File: config.mk
export PLATFORM = sky130hd
export DESIGN_NAME = diff_alarm_monitor
export DESIGN_NICKNAME = d
export VERILOG_FILES = /design/src/rtl/diff_alarm_monitor.sv
export SDC_FILE = /design/constraint.sdc
export NUM_CORES = 1
export LEC_CHECK = 0
export CAP_MARGIN = 20
export CORE_UTILIZATION = 50
export DETAILED_ROUTE_END_ITERATION = 6
export PLACE_DENSITY = 0.77
export SLEW_MARGIN = 20
export SYNTH_ARGS = -nofsm -noshare
export SYNTH_HDL_FRONTEND = slang
export SYNTH_SLANG_ARGS = --single-unit
File: constraint.sdc
create_clock -name clk -period 2.65 [get_ports clk]
set_input_delay 0.265 -clock clk [delete_from_list [all_inputs] [get_ports clk]]
set_output_delay 0.265 -clock clk [all_outputs]
set_load 0.05 [all_outputs]
File: src/rtl/diff_alarm_monitor.sv
// Hysteresis alarm on per-window |avg - sample| results from the averaging stage.
// Also tracks the peak difference, the average seen with it, and a window count.
module diff_alarm_monitor #(
  parameter int W         = 8,
  parameter int THRESH    = 16,
  parameter int TRIP_CNT  = 3,
  parameter int CLEAR_CNT = 2,
  parameter int CW        = 16
) (
  input  logic          clk,
  input  logic          rst,
  input  logic          win_done,
  input  logic [W-1:0]  avg_in,
  input  logic [W-1:0]  diff_in,
  input  logic          clr,
  output logic          alarm,
  output logic          alarm_pulse,
  output logic [W-1:0]  peak_diff,
  output logic [W-1:0]  avg_at_peak,
  output logic [CW-1:0] win_cnt,
  output logic [2:0]    hot_run
);

  if (TRIP_CNT < 1 || TRIP_CNT > 7 || CLEAR_CNT < 1) begin : g_bad_cfg
    $error("diff_alarm_monitor: bad TRIP_CNT/CLEAR_CNT");
  end

  localparam int QW = $clog2(CLEAR_CNT + 1);
  localparam logic [W-1:0]  TH      = W'(THRESH);
  localparam logic [2:0]    TRIP    = 3'(TRIP_CNT);
  localparam logic [QW-1:0] CLR_LIM = QW'(CLEAR_CNT);

  typedef enum logic [1:0] {
    NORMAL, PENDING, ALARM, RECOVER
  } state_t;

  state_t        state, state_nx;
  logic [2:0]    hot_nx;
  logic [QW-1:0] quiet, quiet_nx;
  logic          pulse_nx;
  logic          done_q;
  logic          acc;
  logic          hot;

  assign acc = win_done & ~done_q;
  assign hot = diff_in > TH;

  always_comb begin
    state_nx = state;
    hot_nx   = hot_run;
    quiet_nx = quiet;
    pulse_nx = 1'b0;
    if (acc) begin
      unique case (state)
        NORMAL: begin
          if (hot) begin
            hot_nx   = 3'd1;
            state_nx = (TRIP == 3'd1) ? ALARM : PENDING;
          end else begin
            hot_nx = 3'd0;
          end
        end
        PENDING: begin
          if (hot) begin
            hot_nx = hot_run + 3'd1;
            if (hot_nx == TRIP) state_nx = ALARM;
          end else begin
            hot_nx   = 3'd0;
            state_nx = NORMAL;
          end
        end
        ALARM: begin
          if (hot) begin
            if (hot_run < TRIP) hot_nx = hot_run + 3'd1;
          end else begin
            hot_nx   = 3'd0;
            quiet_nx = QW'(1);
            state_nx = RECOVER;
            if (CLR_LIM == QW'(1)) begin
              quiet_nx = '0;
              state_nx = NORMAL;
            end
          end
        end
        RECOVER: begin
          if (hot) begin
            hot_nx   = 3'd1;
            quiet_nx = '0;
            state_nx = ALARM;
          end else begin
            quiet_nx = quiet + QW'(1);
            if (quiet_nx == CLR_LIM) begin
              quiet_nx = '0;
              state_nx = NORMAL;
            end
          end
        end
      endcase
      // Only an entry from the non-alarmed side is a new alarm event.
      pulse_nx = (state == NORMAL || state == PENDING) &&
                 (state_nx == ALARM);
    end
  end

  always_ff @(posedge clk or negedge rst) begin
    if (!rst) begin
      state       <= NORMAL;
      alarm       <= 1'b0;
      alarm_pulse <= 1'b0;
      peak_diff   <= '0;
      avg_at_peak <= '0;
      win_cnt     <= '0;
      hot_run     <= 3'd0;
      quiet       <= '0;
      done_q      <= 1'b1;
    end else begin
      done_q <= win_done;
      if (clr) begin
        state       <= NORMAL;
        alarm       <= 1'b0;
        alarm_pulse <= 1'b0;
        peak_diff   <= '0;
        avg_at_peak <= '0;
        win_cnt     <= '0;
        hot_run     <= 3'd0;
        quiet       <= '0;
      end else begin
        state       <= state_nx;
        hot_run     <= hot_nx;
        quiet       <= quiet_nx;
        alarm       <= (state_nx == ALARM) || (state_nx == RECOVER);
        alarm_pulse <= pulse_nx;
        if (acc) begin
          if (win_cnt != '1) win_cnt <= win_cnt + CW'(1);
          if (diff_in > peak_diff) begin
            peak_diff   <= diff_in;
            avg_at_peak <= avg_in;
          end
        end
      end
    end
  end

endmodule

Word level (Yosys, flattened, before mapping)

Cells that the tools add are included.

Register bits: 42
Bits of input ports: 20
Output and inout bits: 37

Add/sub/neg operators: 3
$lt $le $gt $ge: 3
Eq/ne operators: 12
Multiplexer cells: 36
Bitwise gates (word level): 2
Reductions and logical operators: 12

Operator list:

| kind                                                                            | number |
|---|---|
| 16-bit 2-to-1 mux                                                               | 3 |
| 8-bit 2-to-1 mux                                                                | 6 |
| 2-bit 2-to-1 mux                                                                | 14 |
| 3-bit 2-to-1 mux                                                                | 6 |
| 16-bit by 1-bit adder with 16-bit output, second input constant                 | 1 |
| 16-bit inequality test, second input constant                                   | 1 |
| 2-bit equality test, second input constant                                      | 6 |
| 3-bit case mux with 4 select lines                                              | 1 |
| 8-bit by 5-bit greater-than comparator with 1-bit output, second input constant | 1 |
| 8-bit greater-than comparator                                                   | 1 |
| 2-bit case mux with 4 select lines                                              | 1 |
| 3-bit inequality test, second input constant                                    | 2 |
| 3-bit AND reduction                                                             | 2 |
| 2-bit nonzero test                                                              | 3 |
| 1-bit 2-to-1 mux                                                                | 4 |
| 4-bit inequality test, second input constant                                    | 1 |
| 2-bit case mux with 2 select lines                                              | 1 |
| 2-bit AND reduction                                                             | 2 |
| 3-bit by 1-bit adder with 3-bit output, second input constant                   | 1 |
| 3-bit by 2-bit equality test with 1-bit output, second input constant           | 1 |
| 3-bit by 2-bit less-than comparator with 1-bit output, second input constant    | 1 |
| 3-bit nonzero test                                                              | 1 |
| 2-bit by 1-bit adder with 2-bit output, second input constant                   | 1 |
| 2-bit by 1-bit equality test with 1-bit output, second input constant           | 1 |
| 5 further kinds                                                                 | 6 |

Logic depth before layout (Yosys ltp)

Word-level depth: 10
Depth in mapped cells: 8
Depth with buffers taken out: 6

Worst setup path before layout

Ideal clock, no wire load.

Path type: register to register
Start: register peak_diff[7]
End: register peak_diff[0]
Library setup time: 0.079 ns
Data arrival time: 2.213 ns
Required time: 2.571 ns
Path slack: 0.357 ns
Cell stages (with the launch flop): 9
Path buffers: 2
Period minus slack after synthesis: 2.293 ns
Cell sequence: dfrtp_1 -> inv_1 -> ha_1 -> and3_1 -> a221oi_1 -> o32a_1 -> buf_2 -> buf_4 -> mux2i_1

Word-level cells in the longest chain between the ends: 3

Ends and longest elaborated chain:

| what                                 | line | text |
|---|---|---|
| start, declared                      | 18   | `output logic [W-1:0] peak_diff,` |
| start signal, assigned               | 136  | `peak_diff <= diff_in;` |
| 8-bit greater-than comparator        | 135  | `if (diff_in > peak_diff) begin` |
| 2-bit nonzero test (no source line)  | -    |  |
| 2-bit AND reduction (no source line) | -    |  |

No other way between the ends.
A chain may end at the register's enable or synchronous reset.

Worst setup path after layout

Start: input port diff_in[2]
End: register quiet[1]

Word-level cells in the longest chain between the ends: 5
Elaborated cells between the ends (all ways): 7

Ends and longest elaborated chain:

| what                                                       | line | text |
|---|---|---|
| start, declared                                            | 14   | `input logic [W-1:0] diff_in,` |
| 8-bit by 5-bit greater-than comparator with 1-bit output * | 46   | `assign hot = diff_in > TH;` |
| 2-bit 2-to-1 mux                                           | 86   | `if (hot) begin` |
| 2-bit case mux with 2 select lines                         | 54   | `unique case (state)` |
| 2-bit 2-to-1 mux                                           | 53   | `if (acc) begin` |
| 2-bit 2-to-1 mux                                           | 118  | `if (clr) begin` |
| end signal, assigned                                       | 130  | `quiet <= quiet_nx;` |
| end, declared                                              | 39   | `logic [QW-1:0] quiet, quiet_nx;` |

Mark *: on every way between the ends. The rest lies on a longest branch, timed or not. The select of a mux whose other input is x is not followed.

==> impl_metrics.toml <==
[route]
detail_route.wl_per_cell_um = 14.67
ant_nets = 0
first_iter_violations = 92
drcViolationCount = 0
drt-pass1-iter-count = 4
wirelength_um = 5896
avgViaCountPerCell = 5.664
dr_total_vias = 2277

[sta]
hold_slack_ps = 348.5
grt_setup_unrepaired = "no"
finalHoldViolCount = 0
period_minus_slack_ps = 2018
skew_ps = 12.72
fmax_ghz = 0.4955
slew_headroom_pct = 51.22
fin_crit_sh_pct = 76.16
tightestPinTransition_ps = 725.7
drv_slew = 0
setup_viol = 0
setup-tns-final_ps = 0

[placement]
postPlaceCellArea_sq_um = 3298
globalplace.congestion = 0.8685
hpwl_um = 4192
portBuffers = 56

[cells_and_area]
final_common_cell = "clkdlybuf4s50_1"
area_growth_pct = 28.81
num_antenna_cells = 0
drive_gt1_share_pct = 7.831
nets = 367
fin_area_sq_um = 3418
final_cell_mix = "clkdlybuf4s50_1 (55), dfrtp_1 (41), nand2b_1 (37)"

[worst_setup_path]
path_class = "in -> reg"
cpMaxStageDelayCell = "o41ai_2"
reg2reg_from = "peak_diff[5]"
critPathMaxStageDelay_ps = 560
worstPathArrival_ps = 2230
worst-path-max-fanout = 9
worstSetupStartpoint = "diff_in[2]"
r2r_slack_ps = 700
rr_endpoint = "peak_diff[7]"
end_kind = "flop"
cp_data_required_time_ps = 2860
reg2reg_depth = 7
crit_path_end = "quiet[1]"
cp-start-kind = "primary input"
crit_chain = "clkdlybuf4s50_1, o41ai_2, nand2_1, or3_1, a311oi_1"

[clocking]
cts_buffers = 5
path_clk_slew_ps = 90
tritoncts = "built"
htree_levels = 2
clk_path_buf_depth = 2
cts_root_buf = "clkbuf_8"
clock_sinks = 42
insertion_delay_ps = 310
post_cts_buffers = 0

[power]
peakVddDrop_v = 0.0002106
power_leakage_uw = 0.001455
power.share.sequential_pct = 48.4
p_sw_share_pct = 30.54
p_per_area_nw_per_um2 = 409.4
power.switching_uw = 427.3
intPower_uw = 972.0
pwr-share-clk_pct = 30.3
combPwrFrac_pct = 21.3
power_uw = 1399

[synth]
avgSynthCellArea_sq_um = 9.721
netlist_area_sq_um = 2654
synth_compound_area_share_pct = 14.57
synth_xor_area_share_pct = 0.3300
synthMuxAreaShare_pct = 9.335
yosysUniqueCellTypes = 47
netlist_instances = 273
synth-seq-cells = 42
synth-simple-area-share_pct = 24.47
synth_top_family_by_area = "simple AND/OR/NAND/NOR gates"
seq_area_frac_synth_pct = 39.65
yosysWarnings = 0
synthesis.nets = 309
synthAdderAreaFrac_pct = 7.544

[floorplanning]
start_util_pct = 51.96
ios = 57
num_rows = 26
die_h_um = 74.86
dieWidth_um = 74.86
die_area_sq_um = 5603
core_sq_um = 5107

[global_routing]
grt-ovfl-total = 0
antenna_found_initial = 0
grt_max_degree = 43
grt.total_usage_pct = 22.71
grt_pass1_vias = 2105
grt_pass1_wl_um = 9597

[job]
drv_cap = 0

[worst_hold_path]
hp-class = "in -> async"

[status]
status = "complete, no violations"
## metrics by stage
step,setup slack [ps],instances,util (%)
floorplan,357.4,273,-
global placement,399.0,392,64.58
detailed placement,332.6,392,64.58
CTS,646.9,400,66.34
global route,492.8,402,66.93
finish,631.7,402,66.93
## routing by layer
layer  track usage [%]  part of all wire, %  up-vias
li1                  -                    -     1120
met4             9.015                  1.5        0
met2             35.34                   44       71
met1             31.43                   49     1079
met3             4.150                  5.4        7
met5                 0                    0        -
## worst min-delay path by stage
stage | endpoint | depth (start not counted) | slack [ps]
finish | peak_diff[3] | 2 | 350
global route | peak_diff[1] | 2 | 400
CTS | win_cnt[9] | 1 | 140
detailed placement | peak_diff[3] | 1 | 480
global placement | avg_at_peak[5] | 1 | 460
floorplan | alarm | 0 | -30
## synth_stat cells, drive strengths merged
cell	number	area share, %
a2111oi	1	0.57
a211oi	5	1.4
a21o	4	1.1
a21oi	17	3.2
a221o	1	0.38
a221oi	1	0.33
a311oi	1	0.33
a31oi	2	0.47
and3	1	0.24
and4	1	0.33
and4b	1	0.38
buf	6	1.1
clkbuf	7	0.99
dfrtp	41	39
dfstp	1	0.99
ha	16	7.5
inv	14	2.0
mux2	6	2.5
mux2i	18	6.8
nand2	6	0.85
nand2b	37	8.7
nand3	8	1.5
nand3b	1	0.28
nand4	11	2.8
nand4b	2	0.66
nor2	15	2.1
nor2b	9	2.1
nor3	3	0.57
nor4	3	0.94
o211a	1	0.38
o21a	2	0.57
o21ai	5	0.94
o311ai	2	0.66
o31ai	6	1.7
o32a	1	0.38
o41a	2	0.85
o41ai	3	1.3
or2	1	0.24
or3	3	0.71
or4	7	2.0
xnor2	1	0.33
## cell families (layout without fill, tap and decap cells)
kind of cell             count (synthesis)  after routing
adder cells (fa/ha/maj)                 16             16
multiplexers                            24             24
XOR/XNOR                                 1              1
AND/OR/NAND/NOR                        109            109
buffers and inverters                   27             86
AO/OA/AOI/OAI                           54             54
flip-flops                              42             42
## critical path: cells and delay by family
family                 cells  cell delay (ps)
AO/OA/AOI/OAI              2              800
AND/OR/NAND/NOR            2              690
buffers and inverters      1              470
## state kept, by name, summed over array words and instances, names as in the netlist
register     cells
avg_at_peak      8
done_q           1
hot_run          3
quiet            2
win_cnt         16
alarm            1
peak_diff        8
alarm_pulse      1
state            2
## power groups by stage
stage / Combinational [uW] / Sequential (uW) / Clock (uW)
6_report: 299 / 677 / 424
5_1_grt: 327 / 680 / 458
4_1_cts: 296 / 677 / 438
3_5_place_dp: 295 / 690 / 0
3_3_place_gp: 291 / 689 / 0
2_1_floorplan: 123 / 747 / 0
## area by class of cell
class / count / area, sq um
repair buffers: 64 / 643.1
multi-input cells: 204 / 1493
fillers: 435 / 1689
well taps: 70 / 87.58
clock inverters: 3 / 21.27
inverters: 14 / 52.55
flip-flops and latches: 42 / 1052
clock buffers: 5 / 68.82
## repair_timing
item	4_1_cts	5_1_grt
endpoints found under the hold margin	0	8
gates resized for setup	0	0
hold buffers	0	1
No activity file was read; power rests on OpenSTA's default activity.
